`src/rtl/load_store_unit.sv`:
```
// Load/store unit: sits between the core and a word-wide, asynchronous-read data memory.
// Handles byte/half/word loads with sign or zero extension, and uses read-modify-write for sub-word stores.
module load_store_unit #(
  parameter int ADDR_WIDTH = 5,
  parameter int DATA_WIDTH = 32
) (
  input  logic                  clk,
  input  logic                  rst_n,
  input  logic                  req_valid,
  output logic                  req_ready,
  input  logic                  req_we,
  input  logic [1:0]            req_size,
  input  logic                  req_unsigned,
  input  logic [DATA_WIDTH-1:0] req_addr,
  input  logic [DATA_WIDTH-1:0] req_wdata,
  output logic                  rsp_valid,
  input  logic                  rsp_ready,
  output logic [DATA_WIDTH-1:0] rsp_rdata,
  output logic                  rsp_err,
  output logic                  mem_we,
  output logic [DATA_WIDTH-1:0] mem_addr,
  output logic [DATA_WIDTH-1:0] mem_wd,
  input  logic [DATA_WIDTH-1:0] mem_rd
);
  localparam int NUM_LANES = DATA_WIDTH / 8;

  typedef enum logic [1:0] {IDLE, ACCESS, WRITE, RESP} state_t;

  typedef struct packed {
    logic                  we;
    logic [1:0]            size;
    logic                  uns;
    logic [DATA_WIDTH-1:0] addr;
    logic [DATA_WIDTH-1:0] wdata;
  } req_t;

  state_t                state, state_nxt;
  req_t                  r;
  logic                  req_err, err_q;
  logic [DATA_WIDTH-1:0] word_idx, rd_sh, load_fmt, wrep, merged, merged_q, rdata_q;
  logic [NUM_LANES-1:0]  be;

  // Error decode on the live request, so a bad access goes straight to RESP.
  always_comb begin
    req_err = 1'b0;
    case (req_size)
      2'b11:   req_err = 1'b1;
      2'b01:   req_err = req_addr[0];
      2'b10:   req_err = (req_addr[1:0] != 2'b00);
      default: req_err = 1'b0;
    endcase
    if ((req_addr >> (ADDR_WIDTH + 2)) != '0) req_err = 1'b1;
  end

  assign word_idx = DATA_WIDTH'(r.addr[ADDR_WIDTH+1:2]);

  // Load formatting: shift the addressed lane down, then extend.
  assign rd_sh = mem_rd >> {r.addr[1:0], 3'b000};
  always_comb begin
    case (r.size)
      2'b00:   load_fmt = r.uns ? {{(DATA_WIDTH-8){1'b0}}, rd_sh[7:0]}
                                : {{(DATA_WIDTH-8){rd_sh[7]}}, rd_sh[7:0]};
      2'b01:   load_fmt = r.uns ? {{(DATA_WIDTH-16){1'b0}}, rd_sh[15:0]}
                                : {{(DATA_WIDTH-16){rd_sh[15]}}, rd_sh[15:0]};
      default: load_fmt = mem_rd;
    endcase
  end

  // Store merge: replicate the store data across lanes and pick the addressed ones.
  always_comb begin
    case (r.size)
      2'b00:   be = NUM_LANES'(1) << r.addr[1:0];
      2'b01:   be = NUM_LANES'(3) << {r.addr[1], 1'b0};
      default: be = '1;
    endcase
    wrep = (r.size == 2'b00) ? {NUM_LANES{r.wdata[7:0]}} : {(NUM_LANES/2){r.wdata[15:0]}};
  end

  for (genvar i = 0; i < NUM_LANES; i++) begin : g_lane
    assign merged[8*i +: 8] = be[i] ? wrep[8*i +: 8] : mem_rd[8*i +: 8];
  end

  always_ff @(posedge clk or negedge rst_n) begin
    if (!rst_n) state <= IDLE;
    else        state <= state_nxt;
  end

  always_comb begin
    state_nxt = state;
    req_ready = 1'b0;
    rsp_valid = 1'b0;
    mem_we    = 1'b0;
    mem_addr  = '0;
    mem_wd    = '0;
    case (state)
      IDLE: begin
        req_ready = 1'b1;
        if (req_valid) state_nxt = req_err ? RESP : ACCESS;
      end
      ACCESS: begin
        mem_addr = word_idx;
        if (r.we && r.size == 2'b10) begin
          mem_we    = 1'b1;
          mem_wd    = r.wdata;
          state_nxt = RESP;
        end else if (r.we) begin
          state_nxt = WRITE;
        end else begin
          state_nxt = RESP;
        end
      end
      WRITE: begin
        mem_addr  = word_idx;
        mem_we    = 1'b1;
        mem_wd    = merged_q;
        state_nxt = RESP;
      end
      RESP: begin
        rsp_valid = 1'b1;
        if (rsp_ready) state_nxt = IDLE;
      end
      default: state_nxt = IDLE;
    endcase
  end

  always_ff @(posedge clk or negedge rst_n) begin
    if (!rst_n) begin
      r        <= '0;
      err_q    <= 1'b0;
      rdata_q  <= '0;
      merged_q <= '0;
    end else begin
      case (state)
        IDLE: if (req_valid) begin
          r       <= '{we: req_we, size: req_size, uns: req_unsigned,
                       addr: req_addr, wdata: req_wdata};
          err_q   <= req_err;
          rdata_q <= '0;
        end
        ACCESS: begin
          if (!r.we) rdata_q <= load_fmt;
          merged_q <= merged;
        end
        RESP: if (rsp_ready) begin
          err_q   <= 1'b0;
          rdata_q <= '0;
        end
        default: ;
      endcase
    end
  end

  assign rsp_rdata = rdata_q;
  assign rsp_err   = err_q;

endmodule

```
`config.mk`:
```
export PLATFORM = sky130hd
export DESIGN_NAME = load_store_unit
export DESIGN_NICKNAME = d
export VERILOG_FILES = /design/src/rtl/load_store_unit.sv
export SDC_FILE = /design/constraint.sdc
export NUM_CORES = 1
export LEC_CHECK = 0
export BUFFER_PORTS_ARGS = -buffer_cell sky130_fd_sc_hd__buf_2
export CORE_MARGIN = 3
export CORE_UTILIZATION = 50
export CTS_BUF_LIST = sky130_fd_sc_hd__clkbuf_8
export DETAILED_ROUTE_END_ITERATION = 16
export GPL_ROUTABILITY_DRIVEN = 0
export PLACE_DENSITY = 0.78
export SYNTH_ARGS = -nofsm -noshare
export SYNTH_HDL_FRONTEND = slang
export SYNTH_SLANG_ARGS = --single-unit
```
`constraint.sdc`:
```
create_clock -name clk -period 2.5 [get_ports clk]
set_input_delay 0.75 -clock clk [delete_from_list [all_inputs] [get_ports clk]]
set_output_delay 0.75 -clock clk [all_outputs]
set_load 0.01 [all_outputs]
```
==> qor.json <==
{
  "status": "finished with violations",
  "violations_in_the_final_reports": "negative setup slack",
  "routed_via_density": 5.96,
  "multi_input_gate_area_in_the_final_layout_um2": 3250,
  "worst_slew_margin_pct": 61.9,
  "setup.worst_path.start_class": "register",
  "cap_violations": 0,
  "cp_cell_sequence": "inv_2 -> ha_4 -> nand2_4 -> nor2_4 -> buf_12 -> buf_16 -> buf_4 -> o21a_1 -> buf_2",
  "fp.dieW_um": 117,
  "power_report.internal_total_w": 0.00623,
  "design.final.nets": 846,
  "cts.root.buffer_cell": "sky130_fd_sc_hd__clkbuf_8",
  "p_total_w": 0.0106,
  "largest_net_degree_at_the_start_of_global_routing": 52,
  "cp_data_required_time_ns": 1.75,
  "hold_viol": 0,
  "drt_iter0_markers": 463,
  "yosysSeqAreaShare_pct": 45.0,
  "synth_cell_type_count": 45,
  "syn_area_per_cell_um2": 11.1,
  "floorplan.rows": 39,
  "mappedNetlistArea_um2": 6120,
  "vias": 5268,
  "max-clock-path-buffers": 2,
  "final.setup_skew_ns": 0.0137,
  "power_frac_clock_pct": 10.5,
  "drt_first_pass_iters": 5,
  "end_kind": "primary output",
  "grt_overflow_total": 0,
  "ctsHtreeMaxLevel": 3,
  "sequential_cell_area_um2": 2760,
  "hold_path_class": "in -> async",
  "clk-insertion-delay-late_ns": 0.39,
  "finalWorstPathRequiredPeriod_ns": 2.65,
  "achievable-frequency_ghz": 0.378,
  "io_pins": 204,
  "clock_pin_slew_on_the_worst_setup_and_hold_paths_ns": 0.10,
  "areaGrowthSynthToFinish_pct": 26.6,
  "final_core_utilization_pct": 66.2,
  "port-buffer-count": 176,
  "antenna_cells": 0,
  "postSynthRegisterBits": 110,
  "synth-main-ff-cell": "sky130_fd_sc_hd__dfrtp_1",
  "ys_warn_count": 0,
  "arrival_ns": 1.90,
  "finalWorstSetupSlack_ns": -0.148,
  "finalCritPeriodShare_pct": 106,
  "clock_sink_count": 110,
  "sequentialPowerShare_pct": 32.1,
  "total_switching_power_w": 0.00441,
  "initial_utilization_pct": 52.3,
  "power.density_cell_area_nw_per_um2": 1370,
  "first_global_vias": 5215,
  "detail_route.wirelength_um": 19100,
  "route.detailed.drc": 0,
  "dieArea_um2": 13600,
  "setup.reg_to_reg.worst_slack_ns": 0.10,
  "lkg_pwr_nw": 3.68,
  "final_report_max_slew_violation_count": 0,
  "fp.coreArea_um2": 11700,
  "worst_pin_slew_ns": 0.572,
  "die_height_um": 117,
  "nFillCells": 899,
  "power.switching_fraction_pct": 41.4,
  "grt_antenna_before_repair": 1,
  "placed_cell_area_um2": 7140,
  "combinationalPowerShare_pct": 57.4,
  "timing.critical_path.slowest_cell_delay_ns": 0.41,
  "cp_slowest_cell": "sky130_fd_sc_hd__dfrtp_1",
  "dp_hpwl_um": 13000,
  "peak_ir_drop_on_the_vdd_network_mv": 0.851,
  "report.final.setup_viol": 33,
  "critPathMaxFanout": 8,
  "drt-wirelength-per-cell_um": 21.6,
  "layout.cell_area.non_filler_um2": 7750,
  "cts_made_buffers": 9,
  "critical_path_class": "reg -> out",
  "synth_async_sr_flop_share_pct": 100,
  "gr-usage-all-layers_pct": 27.0,
  "syn-instance-count": 553,
  "rsz0062_at_grt": "yes",
  "synth_enable_flop_cells": 0,
  "cts_tree": "done",
  "drt.antenna.violating_nets": 0,
  "global_route_wire_length_before_repair_um": 28000,
  "drive_gt1_share_pct": 48.9
}
-- layout make-up --
cell class,instances,share of cell area (%)
Clock buffer,10,1.78
Timing Repair Buffer,212,17.5
Inverter,4,0.226
Sequential cell,110,35.6
Multi-Input combinational cell,399,41.9
Clock inverter,6,0.791
Tap cell,143,2.31
-- cells by family after synthesis --
family	synth area share, %
buffers and inverters	6.28
other	0.0613
AND/OR/NAND/NOR	11.4
multiplexers	20.9
adder cells (fa/ha/maj)	1.23
AO/OA/AOI/OAI	15.2
flip-flops	45.0
-- synthesized netlist by cell type (4+ instances only) --
cell type | number | area share, %
sky130_fd_sc_hd__a21oi_2 | 4 | 0.57
sky130_fd_sc_hd__a21oi_1 | 24 | 2.0
sky130_fd_sc_hd__buf_4 | 29 | 3.6
sky130_fd_sc_hd__nand2_1 | 28 | 1.7
sky130_fd_sc_hd__inv_1 | 4 | 0.25
sky130_fd_sc_hd__mux2_2 | 85 | 16
sky130_fd_sc_hd__nor2b_1 | 35 | 3.6
sky130_fd_sc_hd__nor2_1 | 28 | 1.7
sky130_fd_sc_hd__buf_2 | 4 | 0.33
sky130_fd_sc_hd__o2bb2ai_1 | 7 | 1.0
sky130_fd_sc_hd__ha_1 | 6 | 1.2
sky130_fd_sc_hd__and2_1 | 6 | 0.61
sky130_fd_sc_hd__nor4_1 | 7 | 0.72
sky130_fd_sc_hd__nand2b_1 | 8 | 0.82
sky130_fd_sc_hd__a22oi_1 | 38 | 4.7
sky130_fd_sc_hd__nand3_1 | 9 | 0.74
sky130_fd_sc_hd__o221ai_1 | 7 | 1.0
sky130_fd_sc_hd__dfrtp_1 | 110 | 45
sky130_fd_sc_hd__a221o_1 | 9 | 1.5
sky130_fd_sc_hd__clkbuf_1 | 29 | 1.8
sky130_fd_sc_hd__a221o_2 | 7 | 1.3
sky130_fd_sc_hd__mux2i_1 | 30 | 4.9
sky130_fd_sc_hd__a2bb2oi_1 | 7 | 1.0
-- through the flow --
| step | hold WS [ns] | cells | setup TNS [ns] | setup slack [ns] |
|---|---|---|---|---|
| CTS | 0.350 | 879 | -2.23 | -0.133 |
| global placement | 0.448 | 852 | 0 | 0.0708 |
| detailed placement | 0.458 | 852 | -0.803 | -0.0684 |
| floorplan | 0.454 | 579 | 0 | 0.0632 |
| global route | 0.373 | 884 | -5.77 | -0.207 |
| finish | 0.348 | 884 | -3.25 | -0.148 |
-- layer usage --
metal | track usage [%] | wire [um] | vias to the layer above
met2 | 45.3 | 9300 | 252
li1 | - | - | 2345
met5 | 0 | 13 | -
met4 | 10.0 | 553 | 2
met1 | 34.7 | 7810 | 2626
met3 | 5.54 | 1410 | 43
-- power by group through the flow --
stage	combinational, W	sequential (W)	clock, W
final	0.00610	0.00341	0.00112
after global routing	0.00655	0.00350	0.00121
after CTS	0.00554	0.00336	0.00114
after detailed placement	0.00527	0.00336	0
after global placement	0.00508	0.00330	0
after floorplan	0.00368	0.00322	0
-- cells in the final DEF (no fill, tap or decap), drive strengths merged, types with 4 or more instances in the layout --
| cell type | netlist | final |
|---|---|---|
| and2 | 6 | 6 |
| o2bb2ai | 7 | 7 |
| clkinv | 0 | 4 |
| buf | 37 | 209 |
| ha | 6 | 6 |
| inv | 4 | 4 |
| nor2 | 28 | 28 |
| a2bb2oi | 7 | 7 |
| nand2b | 8 | 8 |
| o221ai | 7 | 7 |
| a22oi | 38 | 38 |
| dfrtp | 110 | 110 |
| mux2 | 85 | 85 |
| conb | 1 | 27 |
| a21oi | 28 | 28 |
| mux2i | 30 | 30 |
| nand3 | 9 | 9 |
| a221o | 16 | 16 |
| nor2b | 35 | 35 |
| nor4 | 7 | 7 |
| clkbuf | 29 | 13 |
| nand2 | 28 | 28 |
-- final timing paths --
path	start	endpoint	cells past startpoint
setup reg to reg	state[1]	rsp_rdata[20]	8
hold reg to reg	rsp_rdata[1]	rsp_rdata[1]	2
setup / recovery	state[1]	mem_we	9
hold / removal	rst_n	r[23]	1
min in group clk	rsp_rdata[1]	rsp_rdata[1]	2
max in group asynchronous	rst_n	r[65]	2
-- repair_timing --
item	CTS	global route
setup buffers	9	3
hold buffers	0	0
endpoints found under the hold margin	0	0
pin swaps	8	9
resized for setup	23	19
cloned	3	4
setup endpoints to repair	54	38
-- worst max-delay path: cells and delay by family, from the launching register on --
kind / cells / cell delay (ns)
buffers and inverters: 5 / 0.62
DFF: 1 / 0.41
and+or+nand+nor: 2 / 0.26
adders and majority gates: 1 / 0.14
AOI/OAI and AO/OA: 1 / 0.09
-- flip-flops by register name, indices dropped and copies added, names as in the netlist --
signal	flops
rsp_rdata	32
merged_q	32
rsp_err	1
r	43
state	2
Power figures use the tool's default switching activity.
